$ cat config.mk
export PLATFORM = sky130hd
export DESIGN_NAME = lsu_writeback_collector
export DESIGN_NICKNAME = d
export VERILOG_FILES = /design/src/rtl/lsu_writeback_collector.sv
export SDC_FILE = /design/constraint.sdc
export NUM_CORES = 1
export LEC_CHECK = 0
export CAP_MARGIN = 20
export CORE_ASPECT_RATIO = 0.9
export CORE_UTILIZATION = 37
export CTS_CLUSTER_SIZE = 40
export DETAILED_ROUTE_END_ITERATION = 10
export HOLD_SLACK_MARGIN = 0.02
export PLACE_DENSITY = 0.73
export SLEW_MARGIN = 20
export SYNTH_ARGS = -nofsm -noshare
export SYNTH_HDL_FRONTEND = slang
export SYNTH_SLANG_ARGS = --single-unit
$ cat constraint.sdc
create_clock -name clk -period 1.5 [get_ports clk]
set_clock_uncertainty 0.15 [all_clocks]
set_input_delay 0.3 -clock clk [delete_from_list [all_inputs] [get_ports clk]]
set_output_delay 0.3 -clock clk [all_outputs]
set_load 0.01 [all_outputs]
$ cat src/rtl/lsu_writeback_collector.sv
// Per-warp load writeback collector: gathers out-of-order per-lane LSU responses
// for one outstanding load and issues a single masked register-file write.
`ifndef DATA_WIDTH
`define DATA_WIDTH 32
`endif

module lsu_writeback_collector #(
  parameter int THREADS_PER_WARP = 4,
  parameter int DATA_WIDTH       = `DATA_WIDTH
) (
  input  logic                                       clk,
  input  logic                                       reset,
  input  logic                                       issue_valid,
  output logic                                       issue_ready,
  input  logic [THREADS_PER_WARP-1:0]                issue_thread_mask,
  input  logic [4:0]                                 issue_rd_address,
  input  logic                                       issue_write_enable,
  input  logic [THREADS_PER_WARP-1:0]                rsp_valid,
  input  logic [THREADS_PER_WARP-1:0][DATA_WIDTH-1:0] rsp_data,
  output logic                                       wb_valid,
  input  logic                                       wb_ready,
  output logic [4:0]                                 wb_rd_address,
  output logic [THREADS_PER_WARP-1:0]                wb_thread_mask,
  output logic [THREADS_PER_WARP-1:0][DATA_WIDTH-1:0] wb_data,
  output logic                                       done,
  output logic                                       unexpected_rsp,
  output logic                                       busy
);

  typedef enum logic [1:0] {IDLE, COLLECT, WRITEBACK} state_t;

  state_t                                     state;
  logic [THREADS_PER_WARP-1:0]                pending;
  logic [THREADS_PER_WARP-1:0]                pending_next;
  logic [THREADS_PER_WARP-1:0]                stray;
  logic [THREADS_PER_WARP-1:0]                mask_q;
  logic [4:0]                                 rd_q;
  logic                                       we_q;
  logic [THREADS_PER_WARP-1:0][DATA_WIDTH-1:0] buffer;

  // Registers 0 and 29..31 are not writable by loads.
  function automatic logic rd_writable(input logic [4:0] rd);
    return (rd != 5'd0) && (rd < 5'd29);
  endfunction

  always_comb begin
    pending_next = pending & ~rsp_valid;
    stray        = (state == COLLECT) ? (rsp_valid & ~pending) : rsp_valid;
  end

  always_ff @(posedge clk) begin
    if (reset) begin
      state          <= IDLE;
      pending        <= '0;
      mask_q         <= '0;
      rd_q           <= '0;
      we_q           <= 1'b0;
      buffer         <= '0;
      done           <= 1'b0;
      unexpected_rsp <= 1'b0;
    end else begin
      done           <= 1'b0;
      unexpected_rsp <= |stray;
      case (state)
        IDLE: begin
          if (issue_valid) begin
            mask_q  <= issue_thread_mask;
            rd_q    <= issue_rd_address;
            we_q    <= issue_write_enable;
            pending <= issue_thread_mask;
            if (issue_thread_mask == '0) done  <= 1'b1;
            else                         state <= COLLECT;
          end
        end
        COLLECT: begin
          for (int i = 0; i < THREADS_PER_WARP; i++) begin
            if (rsp_valid[i] && pending[i]) buffer[i] <= rsp_data[i];
          end
          pending <= pending_next;
          if (pending_next == '0) begin
            if (we_q && rd_writable(rd_q)) begin
              state <= WRITEBACK;
            end else begin
              state <= IDLE;
              done  <= 1'b1;
            end
          end
        end
        WRITEBACK: begin
          if (wb_ready) begin
            state <= IDLE;
            done  <= 1'b1;
          end
        end
        default: state <= IDLE;
      endcase
    end
  end

  // Lanes outside the mask never expose stale buffer contents.
  always_comb begin
    for (int i = 0; i < THREADS_PER_WARP; i++) begin
      wb_data[i] = mask_q[i] ? buffer[i] : '0;
    end
  end

  assign issue_ready    = (state == IDLE);
  assign busy           = (state != IDLE);
  assign wb_valid       = (state == WRITEBACK);
  assign wb_rd_address  = rd_q;
  assign wb_thread_mask = mask_q;

endmodule

==> impl_results.md, run 1 <==
* Run status: finished, violations left
* Failing checks: setup timing
* Yosys Warn Count at 0
* Cts hold-fix bufs at 0
* Yosys cell types at 29
* Global-route wire length before repair at 35900 um
* Syn_area_per_cell at 7.69 um^2
* Clk slew on worst S/H paths at 60 ps
* Ant. Diodes at 0
* Register area at 0.00295 mm^2
* DRC viols at 0
* Place WS at -284 ps
* Max Cap Viol at 0
* Post-synth net total at 947
* Slew headroom at 72.8%
* CP arrival at 1340 ps
* Fin cells at 1371
* Final GP Congestion at 0.796
* Multi-input gate area at 0.00475 mm^2
* Final instance area at 0.0132 mm^2
* Root Driver: clkbuf_16
* FF+latch count, synth at 146
* RSZ-0062 raised after global routing: yes
* Worst Path Required at 1050 ps
* H-tree depth at 4
* Initial Util at 38.1%
* Largest net degree at the start of global routing at 54
* DIE AREA at 0.0172 mm^2
* PwrDens at 753 mW/mm^2
* Nets@finish at 1297
* Tmin final at 1790 ps
* Io pins at 288
* Placed Area at 0.00943 mm^2
* CTS max path bufs at 2
* Synth Instances at 801
* Main flop type after synthesis: dfxtp_1
* Ratio of cells with drive above 1 in the final layout at 60.8%
* Placed cell count at 1278
* 1st-pass router iterations at 5
* Worst-Margin Slew at 408 ps
* Leak at 5.48 nW
* Clock sink count at 146
* Post-DP HPWL at 12500 um
* Post-synthesis sequential area ratio at 47.5%
* Number of I/O port buffers at 287
* Total CTS buffers at 17
* Ys async rst share at 0%
* Gr usage total at 26.5%
* Tcrit/Tclk final at 119%
* Vias at 7059
* WHS at 53.1 ps
* WL/cell at 19.9 um
* Fillers at 888
* Final hold violation count at 0
* Die Y at 124 um
* Die Wd at 138 um
* Number of synthesized flops with an enable pin at 0
* DRT iter0 DRCs at 262
* Worst setup SP type: flop
* Layout area overhead at 115%
* Std-Cell Rows at 44
* Routed WL at 27300 um
* Slew Limit Fails at 0
* Setup violations, final at 278
* Core ar. at 0.0162 mm^2
* Max IR drop VDD at 843 uV
* CP max FO at 8
* Mapped Area at 0.00616 mm^2
* Clock Latency Late Sink at 430 ps
* Critical path type: flop to output port
* CTS tree: yes
* PnR worst setup slack at -287 ps
* DR vias/cell at 5.15
* CP endpoint kind: output port
* Number of global-route vias before repair at 6716
* Hold Crit Class: primary input to flop
* DRT antenna net count at 0
* Grt ovf at 0
* Max frequency at 560 MHz
* Initial antenna violation count at 0
synth_stat cells (all sizes together), types with 3 or more instances:
master | number | area share [%]
nand2 | 282 | 17
dfxtp | 146 | 47
a21oi | 145 | 12
and2 | 128 | 13
clkbuf | 30 | 1.8
buf | 28 | 3.8
nor2 | 6 | 0.37
nand3 | 5 | 0.65
nor2b | 5 | 0.63
and3 | 4 | 0.41
o21ai | 4 | 0.33
nand2b | 3 | 0.30
through the flow:
step / TNS, ps / utilization [%] / total power [mW]
after floorplan: 0 / - / 4.36
after global placement: -44220 / 58.2 / 4.99
after detailed placement: -46780 / 58.2 / 5.00
after CTS: -44590 / 68.8 / 9.69
after global routing: -62290 / 81.6 / 10.3
final: -49100 / 81.6 / 9.95
kinds of logic (layout without fill, tap and decap cells):
logic type	after synthesis	count (layout)	share of synthesized area, %
compound gates	157	157	13.5
flops	146	146	47.5
buf+inv	60	422	5.71
simple gates	438	439	33.3
registers in the layout, indices dropped and copies added (netlist names):
| name | flops |
|---|---|
| wb_thread_mask | 4 |
| pending | 4 |
| we_q | 1 |
| wb_rd_address | 5 |
| unexpected_rsp | 1 |
| buffer | 128 |
| done | 1 |
| state | 2 |
per-layer routing:
metal	GRT usage, %	share of wire (%)	vias up
met4	8.27	2.5	0
met3	7.57	6.2	50
met1	31.6	39	3463
met2	45.6	52	256
li1	-	-	3290
met5	0	0	-
where the power goes:
part	switching (mW)	internal (mW)	total, mW
logic	0.646	0.843	1.49
clock network	1.73	2.72	4.45
registers	0.0727	3.94	4.01
final cells by class:
cell class                 count  share of cell area, %
clock buffer                  25                   3.90
clock inverter                 7                  0.720
inverter                       2                 0.0568
multi-input combinational    596                   35.9
sequential                   146                   22.3
tap                          207                   1.96
timing repair buffer         388                   35.1
worst max-delay path: stages, from the launching register on:
cell,delay [ps]
dfxtp_4,380
buf_12,140
buf_16,130
and2_4,140
buf_6,120
cells in the final DEF (no fill, tap or decap), types with 6 or more instances in the layout:
master           count
clkdlybuf4s50_1    144
and2_4             119
a21oi_1             21
buf_4               28
buf_16              23
nand2_1            121
buf_12              22
and2_1               9
nand2_4            118
buf_6              150
dfxtp_4              6
nand2_2             43
a21oi_2            124
clkbuf_16           21
clkbuf_8             6
buf_2               11
dfxtp_1            136
timing repair:
item                                    4_1_cts  5_1_grt
gates resized for setup                     769      566
pin swaps                                    33      242
gates cloned                                 29        4
endpoints found under the setup margin      281      285
buffers inserted                             29       10
final timing paths:
path         depth (start not counted)  slack [ps]                            from                 endpoint
max                                  4        -290  wb_thread_mask[2]$_SDFFE_PP0P_              wb_data[86]
min                                  2          50                           reset  buffer[16]$_SDFFE_PP0P_
max reg2reg                          7        -230           state[0]$_SDFFE_PP0P_  buffer[75]$_SDFFE_PP0P_
min reg2reg                          2         300         buffer[58]$_SDFFE_PP0P_  buffer[58]$_SDFFE_PP0P_
(Power assumes the default switching activity.)
==> run 2: changes to the inputs <==
--- a/config.mk
+++ b/config.mk
@@ -7,11 +7,11 @@
 export LEC_CHECK = 0
 export CAP_MARGIN = 20
 export CORE_ASPECT_RATIO = 0.9
-export CORE_UTILIZATION = 37
+export CORE_UTILIZATION = 25
 export CTS_CLUSTER_SIZE = 40
 export DETAILED_ROUTE_END_ITERATION = 10
 export HOLD_SLACK_MARGIN = 0.02
-export PLACE_DENSITY = 0.73
+export PLACE_DENSITY = 0.52
 export SLEW_MARGIN = 20
 export SYNTH_ARGS = -nofsm -noshare
 export SYNTH_HDL_FRONTEND = slang
==> impl_results.md, run 2 (synthesized netlist as in run 1, its figures left out) <==
* Critical path type: flop to output port
* Power Total at 9.44 mW
* Slew headroom at 68.8%
* DRT antenna net count at 0
* Final hold violation count at 0
* DR vias/cell at 4.54
* Layout Utilization at 52.9%
* Ant. Diodes at 0
* CP startpoint: wb_thread_mask[0]$_SDFFE_PP0P_
* Slew Limit Fails at 0
* Number of I/O port buffers at 287
* Die Y at 151 um
* 1st-pass router iterations at 4
* Root Driver: clkbuf_16
* Worst setup SP type: flop
* RSZ-0062 raised after global routing: yes
* Tcrit/Tclk final at 120%
* CP arrival at 1350 ps
* CP endpoint kind: output port
* Ratio of cells with drive above 1 in the final layout at 52.3%
* Crit path to: wb_data[29]
* Io pins at 288
* Global-route wire length before repair at 35800 um
* R2R depth at 9
* Routed WL at 25600 um
* Uppermost layer routed: met4
* WL met3 at 1520 um
* Post-DP HPWL at 13800 um
* Most common cell after layout, fill and taps aside: nand2_1
* Core ar. at 0.0242 mm^2
* Max IR drop VDD at 615 uV
* Biggest cell delay along the critical path at 390 ps
* Number of global-route vias before repair at 6307
* Biggest register: buffer
* Clock Latency Late Sink at 420 ps
* R2r setup slk at -290 ps
* PnR worst setup slack at -304 ps
* Worst-Margin Slew at 468 ps
* Std-Cell Rows at 54
* Max Cap Viol at 0
* Largest register FFs at 128
* Leak at 5.35 nW
* CP max FO at 8
* Setup violations, final at 278
* PwrDens at 737 mW/mm^2
* DRC viols at 0
* Failing checks: setup timing
* Place WS at -353 ps
* Final GP Congestion at 0.744
* Worst r2r src: state[1]$_SDFFE_PP0P_
* Total CTS buffers at 17
* Largest net degree at the start of global routing at 33
* H-tree depth at 4
* Clock sink count at 146
* Layout area overhead at 108%
* Placed cell count at 1377
* Worst Path Required at 1050 ps
* CTS tree: yes
* Metal1 wirelength at 11500 um
* Tmin final at 1800 ps
* Die Wd at 167 um
* Crit-path slowest cell: dfxtp_4
* Nets@finish at 1305
* CTS max path bufs at 2
* Initial antenna violation count at 1
* Initial Util at 25.5%
* WL met2 at 12400 um
* DIE AREA at 0.0253 mm^2
* Run status: finished, violations left
* Hold Crit Class: primary input to flop
* Gr usage total at 18.6%
* DRT iter0 DRCs at 294
* Max frequency at 554 MHz
* Commonest non-fill, non-tap cells in the layout: 184 x nand2_1, 144 x clkdlybuf4s50_1, 141 x buf_6, 138 x dfxtp_1, 114 x and2_4
* Fin cells at 1480
* Final instance area at 0.0128 mm^2
* Grt ovf at 0
* Vias at 6726
* Cell Chain, Critical Path: buf_12 -> clkbuf_16 -> and2_4 -> buf_6
* RR Endpoint: buffer[95]$_SDFFE_PP0P_
* WL/cell at 17.3 um
* Clk slew on worst S/H paths at 70 ps
* Placed Area at 0.00959 mm^2
-- run 2: cell types whose count changed in the layout (fill, tap and decap cells not counted), sizes merged --
cell           before  now
bufinv              2    0
nor2b               6    5
clkbuf             29   31
clkdlybuf4s15       5    3
inv                 3    7
clkinv              3    4
buf               235  238
clkinvlp            1    4
-- run 2: worst min-delay path by stage --
stage	startpoint	cells after the start	end	slack (ps)
global placement	buffer[98]$_SDFFE_PP0P_	2	buffer[98]$_SDFFE_PP0P_	290
detailed placement	buffer[87]$_SDFFE_PP0P_	2	buffer[87]$_SDFFE_PP0P_	290
floorplan	buffer[0]$_SDFFE_PP0P_	2	buffer[0]$_SDFFE_PP0P_	280
finish	reset	2	buffer[31]$_SDFFE_PP0P_	170
global route	reset	2	buffer[15]$_SDFFE_PP0P_	180
CTS	reset	2	buffer[29]$_SDFFE_PP0P_	130
-- run 2: final cells by class --
type                    count  area (um^2)
inverters                   2         7.51
clock inverters            13          101
repair buffers            397         4700
clock buffers              19          433
multi-input cells         595         4220
well taps                 308          385
fillers                  2258        11400
flip-flops and latches    146         2950
-- run 2: report_power, final --
part           switching (mW)  internal, mW
clock                    1.83          2.14
combinational           0.606         0.857
sequential             0.0671          3.94
total                    2.50          6.94
-- run 2: timing repair --
action	in CTS	in global routing
pin swaps	25	167
hold buffers	0	0
gates resized for setup	664	519
cloned	21	14
endpoints found under the setup margin	274	283
setup buffers	22	23
-- run 2: per-stage QoR --
| stage | setup TNS [ps] | hold slack (ps) |
|---|---|---|
| 3_3_place_gp | -50780 | 287 |
| 2_1_floorplan | 0 | 282 |
| 5_1_grt | -72480 | 177 |
| 6_report | -54110 | 173 |
| 4_1_cts | -61810 | 128 |
| 3_5_place_dp | -51640 | 292 |
-- run 2: worst max-delay path: cells and delay by family, from the launching register on --
kind                   cells  cell delay, ps
flip-flops                 1             390
buffers and inverters      3             400
AND/OR/NAND/NOR            1             130
-- run 2: per-layer routing --
| metal | track usage, % | up-vias |
|---|---|---|
| li1 | - | 3302 |
| met1 | 23.2 | 3219 |
| met2 | 31.1 | 194 |
| met3 | 5.46 | 11 |
| met4 | 5.09 | 0 |
| met5 | 0 | - |
